==> config.mk <==
export PLATFORM = sky130hd
export DESIGN_NAME = seg7_scan_driver
export DESIGN_NICKNAME = d
export VERILOG_FILES = /design/src/rtl/seg7_pkg.sv /design/src/rtl/seg7_scan_driver.sv
export SDC_FILE = /design/constraint.sdc
export NUM_CORES = 1
export LEC_CHECK = 0
export ABC_AREA = 1
export BUFFER_PORTS_ARGS = -buffer_cell sky130_fd_sc_hd__buf_2
export CAP_MARGIN = 20
export CORE_ASPECT_RATIO = 1.75
export CORE_MARGIN = 4
export CORE_UTILIZATION = 60
export DETAILED_ROUTE_END_ITERATION = 16
export GPL_TIMING_DRIVEN = 0
export HOLD_SLACK_MARGIN = 0.03
export PLACE_DENSITY = 0.87
export SYNTH_ARGS = -nofsm -noshare
export SYNTH_HDL_FRONTEND = slang
export SYNTH_SLANG_ARGS = --single-unit
export TNS_END_PERCENT = 5
==> constraint.sdc <==
create_clock -name clk -period 4.2 [get_ports clk]
set_input_delay 1.05 -clock clk [delete_from_list [all_inputs] [get_ports clk]]
set_output_delay 1.05 -clock clk [all_outputs]
set_load 0.01 [all_outputs]
==> src/rtl/seg7_pkg.sv <==
`default_nettype none
// ============================================================================
//  Package : seg7_pkg
//  Shared types and helpers for the multiplexed 7-segment scan driver.
//  Revision: 1.0
// ============================================================================
package seg7_pkg;

   localparam int NUM_DIGITS = 4;
   localparam int SEG_W      = 7;

   typedef enum logic [1:0] {
      IDLE  = 2'd0,
      BLANK = 2'd1,
      ON    = 2'd2
   } seg7_state_t;

   // Digit k occupies frame[7k+6:7k], bit 0 of each field is segment a.
   function automatic logic [SEG_W-1:0] seg_field(
      input logic [NUM_DIGITS*SEG_W-1:0] frame,
      input logic [1:0]                  idx
   );
      return frame[int'(idx)*SEG_W +: SEG_W];
   endfunction

endpackage
`default_nettype wire

==> src/rtl/seg7_scan_driver.sv <==
`default_nettype none
// ============================================================================
//  Module  : seg7_scan_driver
//  Time-multiplexed 4-digit 7-segment driver with per-slot blanking and a
//  frame buffer that is reloaded only at frame boundaries.
//  Revision: 1.0
// ============================================================================
module seg7_scan_driver
   import seg7_pkg::*;
#(
   parameter int DIGIT_CYCLES   = 50000,
   parameter int BLANK_CYCLES   = 500,
   parameter bit SEG_ACTIVE_LOW = 1'b1,
   parameter bit DIG_ACTIVE_LOW = 1'b1
)(
   input  logic                        clk,
   input  logic                        reset_n,
   input  logic                        enable,
   input  logic [NUM_DIGITS*SEG_W-1:0] seg_in,
   output logic [SEG_W-1:0]            seg_out,
   output logic [NUM_DIGITS-1:0]       dig_out,
   output logic                        frame_start
);

   localparam int CNT_W = (DIGIT_CYCLES > 1) ? $clog2(DIGIT_CYCLES) : 1;
   localparam logic [CNT_W-1:0] BLANK_LAST = CNT_W'(BLANK_CYCLES - 1);
   localparam logic [CNT_W-1:0] SLOT_LAST  = CNT_W'(DIGIT_CYCLES - 1);
   localparam logic [1:0]       LAST_DIGIT = 2'(NUM_DIGITS - 1);

   if ((BLANK_CYCLES < 1) || (DIGIT_CYCLES <= BLANK_CYCLES)) begin : g_param_check
      $error("seg7_scan_driver: need BLANK_CYCLES>=1 and DIGIT_CYCLES>BLANK_CYCLES");
   end

   seg7_state_t                  r_state, w_state_nx;
   logic [1:0]                   r_idx, w_idx_nx;
   logic [CNT_W-1:0]             r_cnt, w_cnt_nx;
   logic [NUM_DIGITS*SEG_W-1:0]  r_frame;
   logic                         w_load;

   always_ff @(posedge clk or negedge reset_n) begin
      if (!reset_n) begin
         r_state <= IDLE;
         r_idx   <= '0;
         r_cnt   <= '0;
      end else begin
         r_state <= w_state_nx;
         r_idx   <= w_idx_nx;
         r_cnt   <= w_cnt_nx;
      end
   end

   always_ff @(posedge clk or negedge reset_n) begin
      if (!reset_n) begin
         r_frame <= '0;
      end else if (w_load) begin
         r_frame <= seg_in;
      end
   end

   // The counter runs across the whole slot; BLANK covers its first BLANK_CYCLES values.
   always_comb begin
      w_state_nx = r_state;
      w_idx_nx   = r_idx;
      w_cnt_nx   = r_cnt;
      w_load     = 1'b0;
      if (!enable) begin
         w_state_nx = IDLE;
         w_idx_nx   = '0;
         w_cnt_nx   = '0;
      end else begin
         unique case (r_state)
            IDLE: begin
               w_state_nx = BLANK;
               w_idx_nx   = '0;
               w_cnt_nx   = '0;
               w_load     = 1'b1;
            end
            BLANK: begin
               w_cnt_nx = r_cnt + CNT_W'(1);
               if (r_cnt == BLANK_LAST) begin
                  w_state_nx = ON;
               end
            end
            ON: begin
               if (r_cnt == SLOT_LAST) begin
                  w_state_nx = BLANK;
                  w_cnt_nx   = '0;
                  w_idx_nx   = r_idx + 2'd1;
                  w_load     = (r_idx == LAST_DIGIT);
               end else begin
                  w_cnt_nx = r_cnt + CNT_W'(1);
               end
            end
            default: begin
               w_state_nx = IDLE;
               w_idx_nx   = '0;
               w_cnt_nx   = '0;
            end
         endcase
      end
   end

   logic                  w_on;
   logic [SEG_W-1:0]      w_seg_lit;
   logic [NUM_DIGITS-1:0] w_dig_lit;

   always_comb begin
      w_on      = (r_state == ON);
      w_seg_lit = w_on ? seg_field(r_frame, r_idx) : '0;
      w_dig_lit = w_on ? (NUM_DIGITS'(1) << r_idx) : '0;
      seg_out   = SEG_ACTIVE_LOW ? ~w_seg_lit : w_seg_lit;
      dig_out   = DIG_ACTIVE_LOW ? ~w_dig_lit : w_dig_lit;
      frame_start = (r_state == BLANK) && (r_idx == 2'd0) && (r_cnt == '0);
   end

endmodule
`default_nettype wire
== Word level (Yosys, flattened, before mapping) ==
Cells that the tools add are included.

* Add/sub/neg operators: 2
* Multiply operators: 1
* Equal/unequal tests: 8
* Shift-type cells: 2
* Multiplexer cells: 15
* Bitwise operators: 2
* Reduce and logical (&&, ||, !) cells: 7

{| class="wikitable"
|+ Operators by type and width
! cell !! count
|-
| two-way mux 16 bit || 2
|-
| case mux 16 bit (2 select lines) || 1
|-
| variable part select 28 x 6 -> 7 bit || 1
|-
| adder 16 x 1 -> 16 bit, second input constant || 1
|-
| equality test 16 bit, second input constant || 1
|-
| equality test 16 x 9 -> 1 bit, second input constant || 1
|-
| logical NOT 16 bit || 1
|-
| two-way mux 2 bit || 5
|-
| two-way mux 7 bit || 1
|-
| inverter 7 bit || 1
|-
| case mux 2 bit (3 select lines) || 1
|-
| multiplier 2 x 3 -> 5 bit, second input constant || 1
|-
| equality test 2 bit, second input constant || 2
|-
| logical NOT 2 bit || 2
|-
| two-way mux 4 bit || 1
|-
| inverter 4 bit || 1
|-
| case mux 2 bit (2 select lines) || 1
|-
| AND reduction 2 bit || 2
|-
| << shifter 1 x 2 -> 4 bit, first input constant || 1
|-
| != test 3 x 2 -> 1 bit, second input constant || 1
|-
| != test 3 bit, second input constant || 1
|-
| adder 2 x 1 -> 2 bit, second input constant || 1
|-
| equality test 2 x 1 -> 1 bit, second input constant || 1
|-
| logical AND 1 bit || 2
|-
| other kinds (3) || 4
|}

* Flip-flop bits (word level): 48
* Bits of input ports: 31
* Word-level logic and storage cells: 41

== Depth between registers and ports, before layout ==
* Depth after elaboration: 4
* Depth in mapped cells: 10
* Mapped depth without buffers: 9

== Worst setup path before layout ==
Ideal clock, no wire load.

* Path type: register -> output
* Start: reg r_idx[0]
* End: out frame_start
* Data arrival time: 1.610 ns
* Data required time: 3.150 ns
* Path slack: 1.540 ns
* Stages on the path, launching flop included: 7
* Path buffers: 1
* Cells stage by stage: dfrtp_1 > inv_1 > buf_1 > ha_1 > nor4b_1 > nand2_1 > nor3_1

* Word-level cells in the longest chain between the ends: 3

{| class="wikitable"
|+ RTL lines
! element !! line !! text
|-
| from (decl) || seg7_scan_driver.sv:35 || <nowiki>logic [1:0] r_idx, w_idx_nx;</nowiki>
|-
| from (signal assigned) || seg7_scan_driver.sv:47 || <nowiki>r_idx <= w_idx_nx;</nowiki>
|-
| logical NOT 2 bit || seg7_scan_driver.sv:113 || <nowiki>frame_start = (r_state == BLANK) && (r_idx == 2'd0) && (r_cnt == '0);</nowiki>
|-
| logical AND 1 bit (2 in a row) || seg7_scan_driver.sv:113 ||
|-
| to (decl) || seg7_scan_driver.sv:22 || <nowiki>output logic frame_start</nowiki>
|}

Every way passes these cells.

== Worst setup path in the final report ==
Ends and elaborated chain as after synthesis.

==> run_summary.xml <==
<?xml version="1.0" encoding="UTF-8"?>
<metrics>
  <group name="logic_synthesis">
    <metric name="synth_top_area_share" unit="%">41.88</metric>
    <metric name="post_synth_mux_area_share" unit="%">0</metric>
    <metric name="synthAdderAreaFrac" unit="%">4.363</metric>
    <metric name="yosys_register_bits" unit="">48</metric>
    <metric name="synth_simple_gate_area_share" unit="%">37.96</metric>
    <metric name="number_of_nets_in_the_synthesized_netlist" unit="">401</metric>
    <metric name="syn-instance-count" unit="">360</metric>
    <metric name="netlist_area" unit="sq mm">0.002868</metric>
    <metric name="synth-xor-area-share" unit="%">1.527</metric>
    <metric name="main_combinational_cell_family_by_area_after_synthesis" unit="">simple AND/OR/NAND/NOR gates</metric>
    <metric name="synth_cell_type_count" unit="">28</metric>
    <metric name="synthesis.yosys.warnings" unit="">0</metric>
    <metric name="synth-compound-area-share" unit="%">5.105</metric>
    <metric name="post_synth.cell_area_avg" unit="sq um">7.966</metric>
    <metric name="yosys-top-cells-area" unit="">dfrtp_1, nand2_1, nand3_2, nor2_1, ha_1</metric>
    <metric name="synth_sequential_area_ratio" unit="%">41.88</metric>
    <metric name="yosysTopAreaCell" unit="">dfrtp_1</metric>
  </group>
  <group name="sta">
    <metric name="final.setup.worst_slack" unit="ns">0.8012</metric>
    <metric name="fmax" unit="MHz">294.2</metric>
    <metric name="slew-limit-headroom" unit="%">66.29</metric>
    <metric name="rsz0062_at_grt" unit="">false</metric>
    <metric name="final_period_minus_worst_setup_slack" unit="ns">3.399</metric>
    <metric name="period_share" unit="%">80.92</metric>
    <metric name="final_hold_violation_count" unit="">0</metric>
    <metric name="clock-skew-final" unit="ns">0.009851</metric>
    <metric name="worst-slew-pin-transition" unit="ns">0.5057</metric>
    <metric name="slew_violations" unit="">0</metric>
    <metric name="fin_setup_tns" unit="ns">0</metric>
    <metric name="setup_viol" unit="">0</metric>
  </group>
  <group name="worst_setup_path">
    <metric name="r2r_endpoint" unit="">r_cnt[5]$_DFF_PN0_</metric>
    <metric name="crit_required" unit="ns">3.15</metric>
    <metric name="crit_path_start_kind" unit="">flip-flop</metric>
    <metric name="worst-endpoint-arrival" unit="ns">2.35</metric>
    <metric name="timing.reg2reg.setup_slack" unit="ns">2.44</metric>
    <metric name="reg2reg_path_depth" unit="">9</metric>
    <metric name="timing.critical_path.slowest_stage_cell" unit="">dfrtp_1</metric>
    <metric name="criticalPathCategory" unit="">reg -&gt; out</metric>
    <metric name="critical_path.endpoint_type" unit="">primary output</metric>
    <metric name="crit_path_cell_trace" unit="">inv_1 -&gt; buf_1 -&gt; ha_1 -&gt; nor4b_1 -&gt; nand2_1 -&gt; nor3_1 -&gt; buf_2</metric>
    <metric name="critical_path.max_fanout" unit="">11</metric>
    <metric name="cpPeakStageDelay" unit="ns">0.48</metric>
    <metric name="crit-reg2reg-launch" unit="">r_cnt[0]$_DFF_PN0_</metric>
  </group>
  <group name="floorplanning">
    <metric name="start_util" unit="%">61.46</metric>
    <metric name="dieWidth" unit="um">60.26</metric>
    <metric name="io-pin-count" unit="">43</metric>
    <metric name="design.die.area" unit="sq mm">0.005993</metric>
    <metric name="rows" unit="">33</metric>
    <metric name="floorplan.die.height" unit="um">99.46</metric>
    <metric name="design.core.area" unit="sq mm">0.004666</metric>
  </group>
  <group name="drt">
    <metric name="drtPass1Iterations" unit="">4</metric>
    <metric name="viasPerCell" unit="">5.487</metric>
    <metric name="drtIter0Drc" unit="">128</metric>
    <metric name="route.final.wire_length" unit="mm">6.906</metric>
    <metric name="detailroute.wirelength.met2" unit="mm">3.973</metric>
    <metric name="top_layer" unit="">met4</metric>
    <metric name="met1_layer_wirelength_in_the_final_routing" unit="mm">2.415</metric>
    <metric name="route.vias.total" unit="">2535</metric>
    <metric name="met3_length" unit="um">252</metric>
    <metric name="ant_nets" unit="">0</metric>
    <metric name="wire_per_inst" unit="um">14.95</metric>
    <metric name="drc" unit="">0</metric>
  </group>
  <group name="cts">
    <metric name="cts-hold-fix-buffers" unit="">0</metric>
    <metric name="post_cts_resized" unit="">0</metric>
    <metric name="ctsLongestPathBuffers" unit="">2</metric>
    <metric name="numCtsBuffers" unit="">5</metric>
    <metric name="clock_tree.root_cell" unit="">clkbuf_8</metric>
    <metric name="cts-htree-levels" unit="">2</metric>
    <metric name="cts_sinks" unit="">48</metric>
    <metric name="cts_tree" unit="">yes</metric>
    <metric name="clkLatencyLatePin" unit="ns">0.31</metric>
    <metric name="cts_setup_buffers" unit="">0</metric>
    <metric name="clkTransAtPathRegs" unit="ns">0.10</metric>
  </group>
  <group name="worst_hold_path">
    <metric name="min_path_cells" unit="">2</metric>
    <metric name="holdCritStartpoint" unit="">r_frame[4]$_DFFE_PN0P_</metric>
    <metric name="worst_hold_path_type" unit="">reg -&gt; reg</metric>
    <metric name="hold_path_end" unit="">r_frame[4]$_DFFE_PN0P_</metric>
  </group>
  <group name="status">
    <metric name="status" unit="">finished clean</metric>
  </group>
  <group name="grt">
    <metric name="vias_in_the_first_global_route" unit="">2580</metric>
    <metric name="grt_start_max_net_pins" unit="">49</metric>
    <metric name="global_route_wire_length_before_repair" unit="mm">11.28</metric>
    <metric name="global_route.usage.total" unit="%">25.05</metric>
    <metric name="number_of_antenna_violations_at_the_first_check_in_global_routing" unit="">0</metric>
    <metric name="grt_overflow" unit="">0</metric>
  </group>
  <group name="final_layout">
    <metric name="syn2layout_area_growth" unit="%">13.53</metric>
    <metric name="layout_commonest_cell" unit="">nand2_1</metric>
    <metric name="antenna_cells_inserted" unit="">0</metric>
    <metric name="finish.cell_count_without_fillers" unit="">462</metric>
    <metric name="drive_gt1_share" unit="%">22.93</metric>
    <metric name="most-common-layout-cells" unit="">nand2_1, dfrtp_1, nor2_1, buf_2, inv_1</metric>
    <metric name="nets" unit="">450</metric>
  </group>
  <group name="place">
    <metric name="portBuffers" unit="">41</metric>
    <metric name="dpl.hpwl" unit="mm">5.370</metric>
    <metric name="routability_congestion_estimate" unit="">0.9665</metric>
    <metric name="detailedPlace.worstSlack" unit="ns">1.168</metric>
    <metric name="placedCellCount" unit="">453</metric>
  </group>
  <group name="power_and_ir_drop">
    <metric name="pwr_density_cell" unit="mW/mm^2">514.3</metric>
    <metric name="power_leakage" unit="uW">0.001623</metric>
    <metric name="vdd.ir_drop.worst" unit="V">0.0004399</metric>
  </group>
  <group name="run">
    <metric name="cap_viol_max_count" unit="">0</metric>
  </group>
</metrics>
worst max-delay path by stage:
stage | end | start | cells after the start
floorplan | frame_start | r_idx[0]$_DFFE_PN0P_ | 6
global placement | frame_start | r_idx[0]$_DFFE_PN0P_ | 7
detailed placement | frame_start | r_idx[0]$_DFFE_PN0P_ | 7
CTS | frame_start | r_idx[0]$_DFFE_PN0P_ | 7
global route | frame_start | r_idx[0]$_DFFE_PN0P_ | 7
finish | frame_start | r_idx[0]$_DFFE_PN0P_ | 7
stage by stage:
stage          util [%]  hold slack [ns]  instance area [sq um]  total power, uW
2_1_floorplan         -           0.4366                   2868             1181
6_report          69.78           0.4840                   3256             1674
5_1_grt           69.78           0.4991                   3256             1789
3_5_place_dp      67.26           0.4612                   3138             1384
3_3_place_gp      67.26           0.4486                   3138             1351
4_1_cts           69.35           0.4838                   3236             1682
critical path, delay by kind of cell (launching register included):
kind / cells / cell delay (ns)
simple gates: 3 / 0.51
fa+ha+maj: 1 / 0.25
buf+inv: 3 / 0.80
flops: 1 / 0.48
Yosys cell counts (all sizes together):
cell    count
nor2       45
or2         1
nor4b       1
nand2     128
xor2        2
buf         7
clkinv      1
nor3        8
o22ai       7
dfrtp      48
clkbuf      6
inv        27
nand3      42
ha         10
nand3b      1
xnor2       3
nand4       3
o21ai      19
o21a        1
per-layer routing:
metal,global-route usage (%),vias to the layer above
li1,-,1241
met1,25.27,1196
met2,47.92,79
met3,3.117,19
met4,11.09,0
met5,0,-
logic make-up (layout without fill, tap and decap cells):
family / count (synthesis) / count (layout)
AO/OA/AOI/OAI: 27 / 27
AND/OR/NAND/NOR: 229 / 229
XOR/XNOR: 5 / 5
adder cells (fa/ha/maj): 10 / 10
buffers and inverters: 41 / 91
flip-flops: 48 / 48
power breakdown:
part / switching (uW) / total, uW / leakage (uW) / internal, uW
clock network: 164 / 297 / 0.0000434 / 134
registers: 97.6 / 702 / 0.000622 / 605
logic: 400 / 675 / 0.000957 / 275
total: 661 / 1670 / 0.00162 / 1010
area by class of cell:
type,count,area (sq um)
fillers,387,1410
multi-input cells,271,1404
flip-flops and latches,48,1201
clock buffers,6,82.58
clock inverters,2,15.01
repair buffers,42,225.2
plain buffers,13,156.4
inverters,28,106.4
well taps,52,65.06
registers in the layout, indices dropped and copies added (netlist names):
register	cells
r_idx	2
r_frame	28
r_state	2
r_cnt	16
Note: power is estimated with default switching activity, not from simulation.
